[src/rtl/step_seq_pkg.sv]
// Shared types and helpers for the one-hot control-step sequencer.
package step_seq_pkg;

  typedef enum logic {
    ST_RUN  = 1'b0,
    ST_HALT = 1'b1
  } state_e;

  // Widest step vector the onehot() helper can produce.
  localparam int MAX_STEPS = 64;

  // Index width for the default six-step configuration; each sequencer
  // instance derives its own from NUM_STEPS.
  localparam int DEF_NUM_STEPS = 6;
  localparam int DEF_IDX_W     = $clog2(DEF_NUM_STEPS);

  // One-hot step vector for step idx out of n; all-zero when idx is out of range.
  function automatic logic [MAX_STEPS-1:0] onehot(input int unsigned idx, input int unsigned n);
    logic [MAX_STEPS-1:0] v;
    v = '0;
    if (idx < n && idx < MAX_STEPS) v = MAX_STEPS'(1) << idx;
    return v;
  endfunction

endpackage

[src/rtl/seq_cycle_counter.sv]
// Wrapping instruction-cycle counter: sync clear beats increment strobe.
module seq_cycle_counter #(
  parameter int W = 8
) (
  input  logic         clk,
  input  logic         rst,
  input  logic         clr,
  input  logic         inc,
  output logic [W-1:0] cnt
);

  logic [W-1:0] cnt_q, cnt_d;

  // Next count: clear, else wrap-around increment on strobe.
  always_comb begin
    cnt_d = cnt_q;
    if (clr)      cnt_d = '0;
    else if (inc) cnt_d = cnt_q + 1'b1;
  end

  // Count register.
  always_ff @(posedge clk or posedge rst) begin
    if (rst) cnt_q <= '0;
    else     cnt_q <= cnt_d;
  end

  assign cnt = cnt_q;

endmodule

[src/rtl/step_sequencer.sv]
// One-hot control-step sequencer with overflow halt, stall, sync restart
// and completed-instruction counter.
// Optional feature: define STEP_SKIP_EN to add the SKIP input (early return
// to step 0, counted as a completed instruction).
module step_sequencer
  import step_seq_pkg::*;
#(
  parameter int NUM_STEPS = 6,
  parameter int OVF_STEP  = 5,
  parameter int CNT_W     = 8
) (
  input  logic                         CLK,
  input  logic                         RESET,
  input  logic                         CLR,
  input  logic                         EN,
  input  logic                         OVERFLOW,
`ifdef STEP_SKIP_EN
  input  logic                         SKIP,
`endif
  output logic [NUM_STEPS-1:0]         STEP,
  output logic [$clog2(NUM_STEPS)-1:0] STEP_IDX,
  output logic                         HALTED,
  output logic [CNT_W-1:0]             INSTR_CNT
);

  localparam int IDX_W = $clog2(NUM_STEPS);
  localparam logic [IDX_W-1:0] OVF_IDX  = IDX_W'(OVF_STEP);
  localparam logic [IDX_W-1:0] LAST_IDX = IDX_W'(NUM_STEPS - 1);

  state_e                state_q, state_d;
  logic [NUM_STEPS-1:0]  step_q, step_d, step_chk;
  logic [IDX_W-1:0]      idx_q, idx_d;
  logic                  illegal;
  logic                  cnt_inc;

  // Next-state logic. Step vector and index are both registered so every
  // output comes straight from a flop; the one-hot vector is rebuilt from
  // the next index so the two can only disagree after an upset, which is
  // caught by the illegal check and steered back to step 0.
  always_comb begin
    step_chk = NUM_STEPS'(onehot(32'(idx_q), NUM_STEPS));
    // step_chk is zero when idx_q is out of range, so that case is illegal too.
    illegal  = (step_q != step_chk) || (step_chk == '0);
    state_d  = state_q;
    idx_d    = idx_q;
    cnt_inc  = 1'b0;
    if (CLR) begin
      state_d = ST_RUN;
      idx_d   = '0;
    end else if (state_q == ST_HALT) begin
      idx_d   = '0;
    end else if (illegal) begin
      idx_d   = '0;
    end else if (EN) begin
      if (idx_q == OVF_IDX && OVERFLOW) begin
        state_d = ST_HALT;
        idx_d   = '0;
      end
`ifdef STEP_SKIP_EN
      else if (SKIP) begin
        idx_d   = '0;
        cnt_inc = 1'b1;
      end
`endif
      else if (idx_q == LAST_IDX) begin
        idx_d   = '0;
        cnt_inc = 1'b1;
      end else begin
        idx_d   = idx_q + 1'b1;
      end
    end
    step_d = (state_d == ST_RUN) ? NUM_STEPS'(onehot(32'(idx_d), NUM_STEPS)) : '0;
  end

  // State, step vector and index registers.
  always_ff @(posedge CLK or posedge RESET) begin
    if (RESET) begin
      state_q <= ST_RUN;
      step_q  <= NUM_STEPS'(1);
      idx_q   <= '0;
    end else begin
      state_q <= state_d;
      step_q  <= step_d;
      idx_q   <= idx_d;
    end
  end

  seq_cycle_counter #(.W(CNT_W)) u_cnt (
    .clk (CLK),
    .rst (RESET),
    .clr (CLR),
    .inc (cnt_inc),
    .cnt (INSTR_CNT)
  );

  assign STEP     = step_q;
  assign STEP_IDX = idx_q;
  assign HALTED   = (state_q == ST_HALT);

endmodule
[config.mk]
export PLATFORM = sky130hd
export DESIGN_NAME = step_sequencer
export DESIGN_NICKNAME = d
export VERILOG_FILES = /design/src/rtl/step_seq_pkg.sv /design/src/rtl/seq_cycle_counter.sv /design/src/rtl/step_sequencer.sv
export SDC_FILE = /design/constraint.sdc
export NUM_CORES = 1
export LEC_CHECK = 0
export CAP_MARGIN = 30
export CORE_UTILIZATION = 52
export DETAILED_ROUTE_END_ITERATION = 10
export PLACE_DENSITY = 0.81
export SLEW_MARGIN = 20
export SYNTH_ARGS = -nofsm -noshare
export SYNTH_HDL_FRONTEND = slang
export SYNTH_HIERARCHICAL = 1
export SYNTH_SLANG_ARGS = --single-unit
[constraint.sdc]
create_clock -name CLK -period 7.6 [get_ports CLK]
set_clock_uncertainty 0.2 [all_clocks]
set_input_delay 1.52 -clock CLK [delete_from_list [all_inputs] [get_ports CLK]]
set_output_delay 1.52 -clock CLK [all_outputs]
set_load 0.005 [all_outputs]
After elaboration in Yosys (flattened, before gate mapping)
Index checks and enable logic that the tools add are counted.
Word-level totals
  flip-flop bits (word level): 18
  latch bits: 0
  RAM bits: 0
  ROM bits: 0
  input port bits: 5
  output and inout bits: 18
  logic and storage cells: 38
  memories kept: 0
Operators by class
  $add $sub $neg: 2
  $mul: 0
  div/mod/pow operators: 0
  order comparisons: 2
  eq/ne operators: 2
  shifts and indexed selects: 2
  muxes and demuxes: 22
  bitwise operators: 0
  reductions and logical operators: 4
Operators with widths (number)
  two-way mux 3 bit: 6
  two-way mux 6 bit: 3
  two-way mux 8 bit: 2
  left shift 1 x 3 -> 6 bit (first input constant): 2
  two-way mux 1 bit: 11
  adder 8 x 1 -> 8 bit (second input constant): 1
  logical NOT 6 bit: 1
  < comparator 3 bit (second input constant): 2
  inequality test 6 bit: 1
  adder 3 x 1 -> 3 bit (second input constant): 1
  == test 3 bit (second input constant): 1
  nonzero test 2 bit: 1
  logical AND 1 bit: 1
  logical OR 1 bit: 1

Longest topological paths before layout
Gate-level depths: netlist (run 1).
  depth in word-level cells: 10
  mapped depth: 13
  depth with buffers taken out: 10

Modules after synthesis
Netlist (run 1), hierarchy kept.
Modules (own cells, without submodules)
  step_sequencer: times used 1, cells each 72, area each 675.6 um^2, seq. area each 251.5 um^2
  seq_cycle_counter: times used 1, cells each 38, area each 400.4 um^2, seq. area each 200.2 um^2

Least setup slack after synthesis (run 1)
Ideal clock, no wire load.
  path kind: input to register
  start point: in EN
  end point: reg u_cnt.cnt_q[5], in the netlist u_cnt/cnt[5]
  setup time: 0.077 ns
  arrival: 3.229 ns
  data required time: 7.323 ns
  path slack: 4.094 ns
  stages on the path: 8
  buffers on the path: 2
  cells stage by stage: clkbuf_1 nand3_1 or4_1 nor3_1 buf_4 o2111ai_4 or3_1 a21oi_1
Between the ends
  longest elaborated chain between the ends: 5
RTL lines
  start: declaration: RTL line step_sequencer.sv:15  | input logic EN,
  two-way mux 1 bit: RTL line step_sequencer.sv:54  | end else if (EN) begin
  two-way mux 1 bit: RTL line step_sequencer.sv:52  | end else if (illegal) begin
  two-way mux 1 bit: RTL line step_sequencer.sv:50  | end else if (state_q == ST_HALT) begin
  two-way mux 1 bit: RTL line step_sequencer.sv:47  | if (CLR) begin
  named net cnt_inc: RTL line step_sequencer.sv:34  | logic cnt_inc;
  nonzero test 2 bit (no source line)
  end signal: assignment: RTL line seq_cycle_counter.sv:24  | else cnt_q <= cnt_d;
  end: declaration: RTL line seq_cycle_counter.sv:12  | logic [W-1:0] cnt_q, cnt_d;
The timed path passes the listed nets, and every way through them passes these cells.
A chain may end at the register's enable or synchronous reset.

Worst setup path in the final report (run 1)
  start point: in CLR
  end point: reg u_cnt.cnt_q[7], in the netlist u_cnt/cnt[7]
Between the ends
  longest elaborated chain between the ends: 2
  elaborated cells between the ends (all ways): 3
  those cells by class: mux: 2; reduce/logical: 1
RTL lines
  start: declaration: RTL line step_sequencer.sv:14  | input logic CLR,
  two-way mux 1 bit: RTL line step_sequencer.sv:47
  named net cnt_inc: RTL line step_sequencer.sv:34
  nonzero test 2 bit (no source line)
The timed path passes the listed nets, and every way through them passes these cells.

==> qor.yml, run 1 <==
status: "finished, final reports clean"
postCtsHoldBufs: 0
crit_start: "CLR"
async_flop_share_pct: 100
firstDrtPassIters: 4
wirelength_mm: 2.15
cts-resized-gates: 0
syn_area_per_cell_um2: 9.78
port_buffers: 22
drt_iter0_markers: 14
final_cell_area_um2: 1320
die_height_um: 47.5
route.detailed.wl_per_inst_um: 13.8
synth_nets: 117
antenna_left: 0
nets: 137
hpwlAfterDp_mm: 1.59
required_ns: 7.62
place_congestion: 0.793
syn_inst: 110
cp_cell_sequence: "clkdlybuf4s50_1 -> or4_1 -> nor3_1 -> o2111ai_4 -> or3_1 -> a21oi_1"
fmax_mhz: 239
insertion_delay_ns: 0.29
ys_ff_latch: 18
grt_use_total_pct: 21.9
die_x_um: 47.5
reg2reg_depth: 8
vias: 870
grt_pass1_vias: 748
critical_path_class: "in2reg"
areaGrowthSynthToFinish_pct: 22.6
synth_edf_count: 0
p_leak_nw: 0.535
worstPathArrival_ns: 4.20
synth_area_um2: 1080
clk_pin_slew_worst_paths_ns: 0.10
cts.htree.levels: 1
yosys-top-cells-area: "dfrtp_1 40%, nand2_1 3.5%, o21ai_0 3.3%"
r2r-start: "STEP_IDX[0]"
grt_pass1_wl_mm: 3.30
maxSlewViolCount: 0
crit_path_end: "u_cnt/cnt[7]"
ys_warn_count: 6
drive_above_1_share_pct: 8.53
cts_sinks: 18
cp_top_family: "simple AND/OR/NAND/NOR gates"
cts_setup_buffers: 0
crit_buf_inv: 1
peakVddDrop_uv: 164
finalSetupViolations: 0
place_area_um2: 1280
slowest_stage: "nor3_1"
worst_pin_slew_ns: 0.869
die_area_um2: 2260
drt-vias-per-instance: 5.58
power_mw: 0.302
ioPinCount: 23
synth.top_cell.area_share_pct: 39.5
cts_tree: "yes"
cts_root_buffer: "clkbuf_4"
ys_types: 37
hold_viol: 0
antenna_found_initial: 0
hp-class: "reg2reg"
crit_path_end_kind: "register"
cts_buffer_depth: 2
initial_core_util_pct: 54.8
relSlewSlack_pct: 41.6
cts_buffers: 3
gr-total-overflow: 0
synth_top_area_cell: "dfrtp_1"
start_kind: "input port"
n_antenna_cell: 0
cp_max_fo: 14
reg2reg_slack_ns: 4.11
yosysSeqAreaShare_pct: 42.0
rsz0062_at_grt: "no"
drc: 0
period_share_pct: 55.1
layout_common_cells: "22 x clkdlybuf4s50_1, 17 x dfrtp_1, 10 x nand2_1"
row_count: 16
drv_cap: 0
grt_max_degree: 17
critical-path-max-stage-delay_ns: 0.68
fillCellCount: 173
r2r_end: "u_cnt/cnt[7]"
final_common_cell: "clkdlybuf4s50_1"
tns_ns: 0
yosys_most_used_dff: "dfrtp_1"
power.density_nw_per_um2: 229
cp.depth: 6
fin_crit_ns: 4.19
core_area_um2: 1960
cell type report:
type	count	area, µm²	share of cell area, %
clock buffer	4	36.3	2.75
inverter	4	15.0	1.14
multi-input combinational	80	554	42.0
sequential	18	452	34.3
tap	27	33.8	2.56
timing repair buffer	23	228	17.3
cell families after synthesis:
kind of cell	count (synthesis)	share of synthesized area [%]
AO/OA/AOI/OAI	21	16.3
XOR/XNOR	6	4.88
adder cells (fa/ha/maj)	2	2.33
buffers and inverters	12	6.51
flip-flops	18	42.0
multiplexers	1	0.930
AND/OR/NAND/NOR	50	27.1
synth_stat cells (all sizes together) (2+ instances only):
library cell and number:
nand2 10, nor2 7, xnor2 2, or3 4, o2111ai 3, xor2 4, ha 2, dfrtp 17
nor4b 2, nand4 2, nor3 6, nand3 3, or4 2, buf 6, clkbuf 2, o21ai 8
nor4 4, inv 4, a21oi 4, nand2b 4, nor2b 2
registers in the layout, indices dropped and copies added, names as in the netlist:
name,count
HALTED,1
u_cnt/cnt,8
STEP_IDX,3
STEP,6
worst register-to-register path, stage by stage, from the launching register on:
cell and delay (ns):
dfrtp_1 0.56, or3_1 0.44, a311oi_1 0.27, or4_1 0.15
nand2_1 0.26, nor3_1 0.81, o2111ai_4 0.20, or3_1 0.40
a21oi_1 0.14
how the worst min path moves through the flow:
stage	start	end	cells after the start
2_1_floorplan	u_cnt/cnt[7]	u_cnt/cnt[7]	2
3_3_place_gp	u_cnt/cnt[7]	u_cnt/cnt[7]	2
3_5_place_dp	u_cnt/cnt[7]	u_cnt/cnt[7]	2
4_1_cts	u_cnt/cnt[7]	u_cnt/cnt[7]	2
5_1_grt	u_cnt/cnt[6]	u_cnt/cnt[6]	2
6_report	u_cnt/cnt[7]	u_cnt/cnt[7]	2
layer usage:
layer	GRT usage, %	part of all wire, %	up-vias
li1	-	-	442
met1	29.7	49	399
met2	32.3	44	25
met3	6.04	4.8	4
met4	10.3	1.8	0
met5	0	0	-
metrics by stage:
step | setup slack (ns) | instances | hold slack [ns] | util, %
3_3_place_gp | 3.23 | 151 | 0.342 | 65.0
6_report | 3.41 | 156 | 0.374 | 67.2
4_1_cts | 3.44 | 156 | 0.381 | 67.2
3_5_place_dp | 3.14 | 152 | 0.366 | 65.4
2_1_floorplan | 4.09 | 110 | 0.345 | -
5_1_grt | 3.26 | 156 | 0.422 | 67.2
report_power, final:
group / internal (mW) / switching [mW]
clock network: 0.0292 / 0.0285
logic: 0.0517 / 0.0683
registers: 0.107 / 0.0183
Note: power is estimated with default switching activity, not from simulation.
==> inputs of run 2 (changes only) <==
CORE_UTILIZATION = 49   (was 52)
PLACE_DENSITY = 0.77   (was 0.81)
clock period = 4.2 ns   (was 7.6 ns; I/O delays follow)
==> qor.yml, run 2 (synthesis gave the netlist of run 1 again) <==
required_ns: 4.23  # was 7.62 ns
postCtsHoldBufs: 0  # unchanged
n_antenna_cell: 0  # unchanged
grt_max_degree: 17  # unchanged
nets: 139  # was 137
power.density_nw_per_um2: 419  # was 229 nW/µm²
cp_cell_sequence: "clkdlybuf4s50_1 -> nand3_1 -> or4_1 -> nor3_1 -> buf_4 -> o2111ai_4 -> or3_1 -> a21oi_1"  # was clkdlybuf4s50_1 -> or4_1 -> nor3_1 -> o2111ai_4 -> or3_1 -> a21oi_1
hold_viol: 0  # unchanged
layout_common_cells: "22 x clkdlybuf4s50_1, 17 x dfrtp_1, 10 x nand2_1"  # unchanged
drive_above_1_share_pct: 9.92  # was 8.53%
tns_ns: 0  # unchanged
power.internal_mw: 0.340  # was 0.187 mW
p_leak_nw: 0.545  # was 0.535 nW
finalSetupViolations: 0  # unchanged
grt_use_total_pct: 22.1  # was 21.9%
r2r-start: "STEP_IDX[0]"  # unchanged
cts_setup_buffers: 0  # unchanged
cts_buffer_depth: 2  # unchanged
rsz0062_at_grt: "no"  # unchanged
status: "finished, final reports clean"  # unchanged
worstPathArrival_ns: 3.14  # was 4.20 ns
cts-resized-gates: 0  # unchanged
netSwitchingPower_mw: 0.219  # was 0.115 mW
antenna_left: 0  # unchanged
crit_path_end_kind: "register"  # unchanged
r2r_end: "u_cnt/cnt[5]"  # was u_cnt/cnt[7]
critical-path-max-stage-delay_ns: 0.61  # was 0.68 ns
period_share_pct: 74.1
fillCellCount: 171  # was 173
maxSlewViolCount: 0  # unchanged
reg2reg_depth: 9  # was 8
power_mw: 0.559  # was 0.302 mW
cts_buffers: 3  # unchanged
pwr-share-comb_pct: 39.9  # was 39.7%
antenna_found_initial: 0  # unchanged
drv_cap: 0  # unchanged
die_x_um: 48.9  # was 47.5 µm
largest_register_ffs: 8  # unchanged
slowest_stage: "clkdlybuf4s50_1"  # was nor3_1
die_height_um: 48.9  # was 47.5 µm
crit_path_end: "u_cnt/cnt[5]"  # was u_cnt/cnt[7]
cts.htree.levels: 1  # unchanged
insertion_delay_ns: 0.29  # about the same
drt-vias-per-instance: 5.76  # was 5.58
fin_ws_ns: 1.09  # was 3.41 ns
firstDrtPassIters: 4  # unchanged
vias: 910  # was 870
fin_crit_ns: 3.11
drt_iter0_markers: 28  # was 14
reg2reg_slack_ns: 1.10  # was 4.11 ns
cts_sinks: 18  # unchanged
clk_pin_slew_worst_paths_ns: 0.10  # about the same
relSlewSlack_pct: 68.1  # was 41.6%
row_count: 16  # unchanged
grt_pass1_vias: 885  # was 748
pwr-share-seq_pct: 40.9  # was 41.3%
ioPinCount: 23  # unchanged
place_congestion: 0.812  # was 0.793
wirelength_mm: 2.29  # was 2.15 mm
final_common_cell: "clkdlybuf4s50_1"  # unchanged
swShare_pct: 39.1  # was 38.0%
cp_max_fo: 7  # was 14
cts_tree: "yes"  # unchanged
route.detailed.wl_per_inst_um: 14.5  # was 13.8 µm
grt_pass1_wl_mm: 4.01  # was 3.30 mm
port_buffers: 22  # unchanged
die_area_um2: 2390  # was 2260 µm²
cts_root_buffer: "clkbuf_4"  # unchanged
start_kind: "input port"  # unchanged
clock_power_share_pct: 19.1  # about the same
drc: 0  # unchanged
fmax_mhz: 321
peakVddDrop_uv: 346  # was 164 µV
critical_path_class: "in2reg"  # unchanged
areaGrowthSynthToFinish_pct: 24.0  # was 22.6%
initial_core_util_pct: 53.2  # was 54.8%
gr-total-overflow: 0  # unchanged
hp-class: "reg2reg"  # unchanged
worst_pin_slew_ns: 0.477  # was 0.869 ns
core_area_um2: 2020  # was 1960 µm²
hpwlAfterDp_mm: 1.70  # was 1.59 mm
place_ws_ns: 0.799  # was 3.14 ns
crit_start: "EN"  # was CLR
## run 2: cell types whose count changed in the layout (fill, tap and decap cells not counted)
cell | previous run | this run
buf_4 | 1 | 3
## run 2: layout make-up
| type | count | area [µm²] | area share, % |
|---|---|---|---|
| inverters | 4 | 15.0 | 1.13 |
| well taps | 27 | 33.8 | 2.53 |
| clock buffers | 4 | 36.3 | 2.72 |
| multi-input cells | 80 | 554 | 41.6 |
| repair buffers | 25 | 243 | 18.2 |
| flip-flops and latches | 18 | 452 | 33.9 |
## run 2: layer usage
metal  global-route usage, %  vias up  share of wire [%]
met3                    5.61        4                6.0
met2                    31.3       35                 43
met5                       0        -                  0
met1                    31.1      426                 50
met4                    11.3        0                1.5
li1                        -      445                  -
## run 2: per-stage QoR
stage               instance area (µm²)  hold slack (ns)  cells  utilization [%]
floorplan                          1080            0.345    110                -
global placement                   1300            0.348    154             64.2
detailed placement                 1300            0.365    154             64.2
CTS                                1330            0.382    158             66.0
global route                       1330            0.412    158             66.0
finish                             1330            0.379    158             66.0
## run 2: power groups by stage
stage	Sequential (mW)	Clock (mW)	Combinational, mW
global placement	0.229	0	0.219
CTS	0.227	0.109	0.224
detailed placement	0.231	0	0.222
global route	0.232	0.119	0.248
floorplan	0.213	0	0.184
finish	0.229	0.107	0.223
## run 2: worst min path at each step
stage / from / endpoint / slack (ns) / cells past startpoint
6_report: u_cnt/cnt[7] / u_cnt/cnt[7] / 0.38 / 2
5_1_grt: u_cnt/cnt[7] / u_cnt/cnt[7] / 0.41 / 2
4_1_cts: u_cnt/cnt[7] / u_cnt/cnt[7] / 0.38 / 2
2_1_floorplan: u_cnt/cnt[7] / u_cnt/cnt[7] / 0.35 / 2
3_5_place_dp: u_cnt/cnt[7] / u_cnt/cnt[7] / 0.37 / 2
3_3_place_gp: u_cnt/cnt[7] / u_cnt/cnt[7] / 0.35 / 2
## run 2: worst max-delay path: cells and delay by family
family                 cells  cell delay (ns)
AOI/OAI and AO/OA          2             0.29
and+or+nand+nor            4             1.20
buffers and inverters      2             0.80
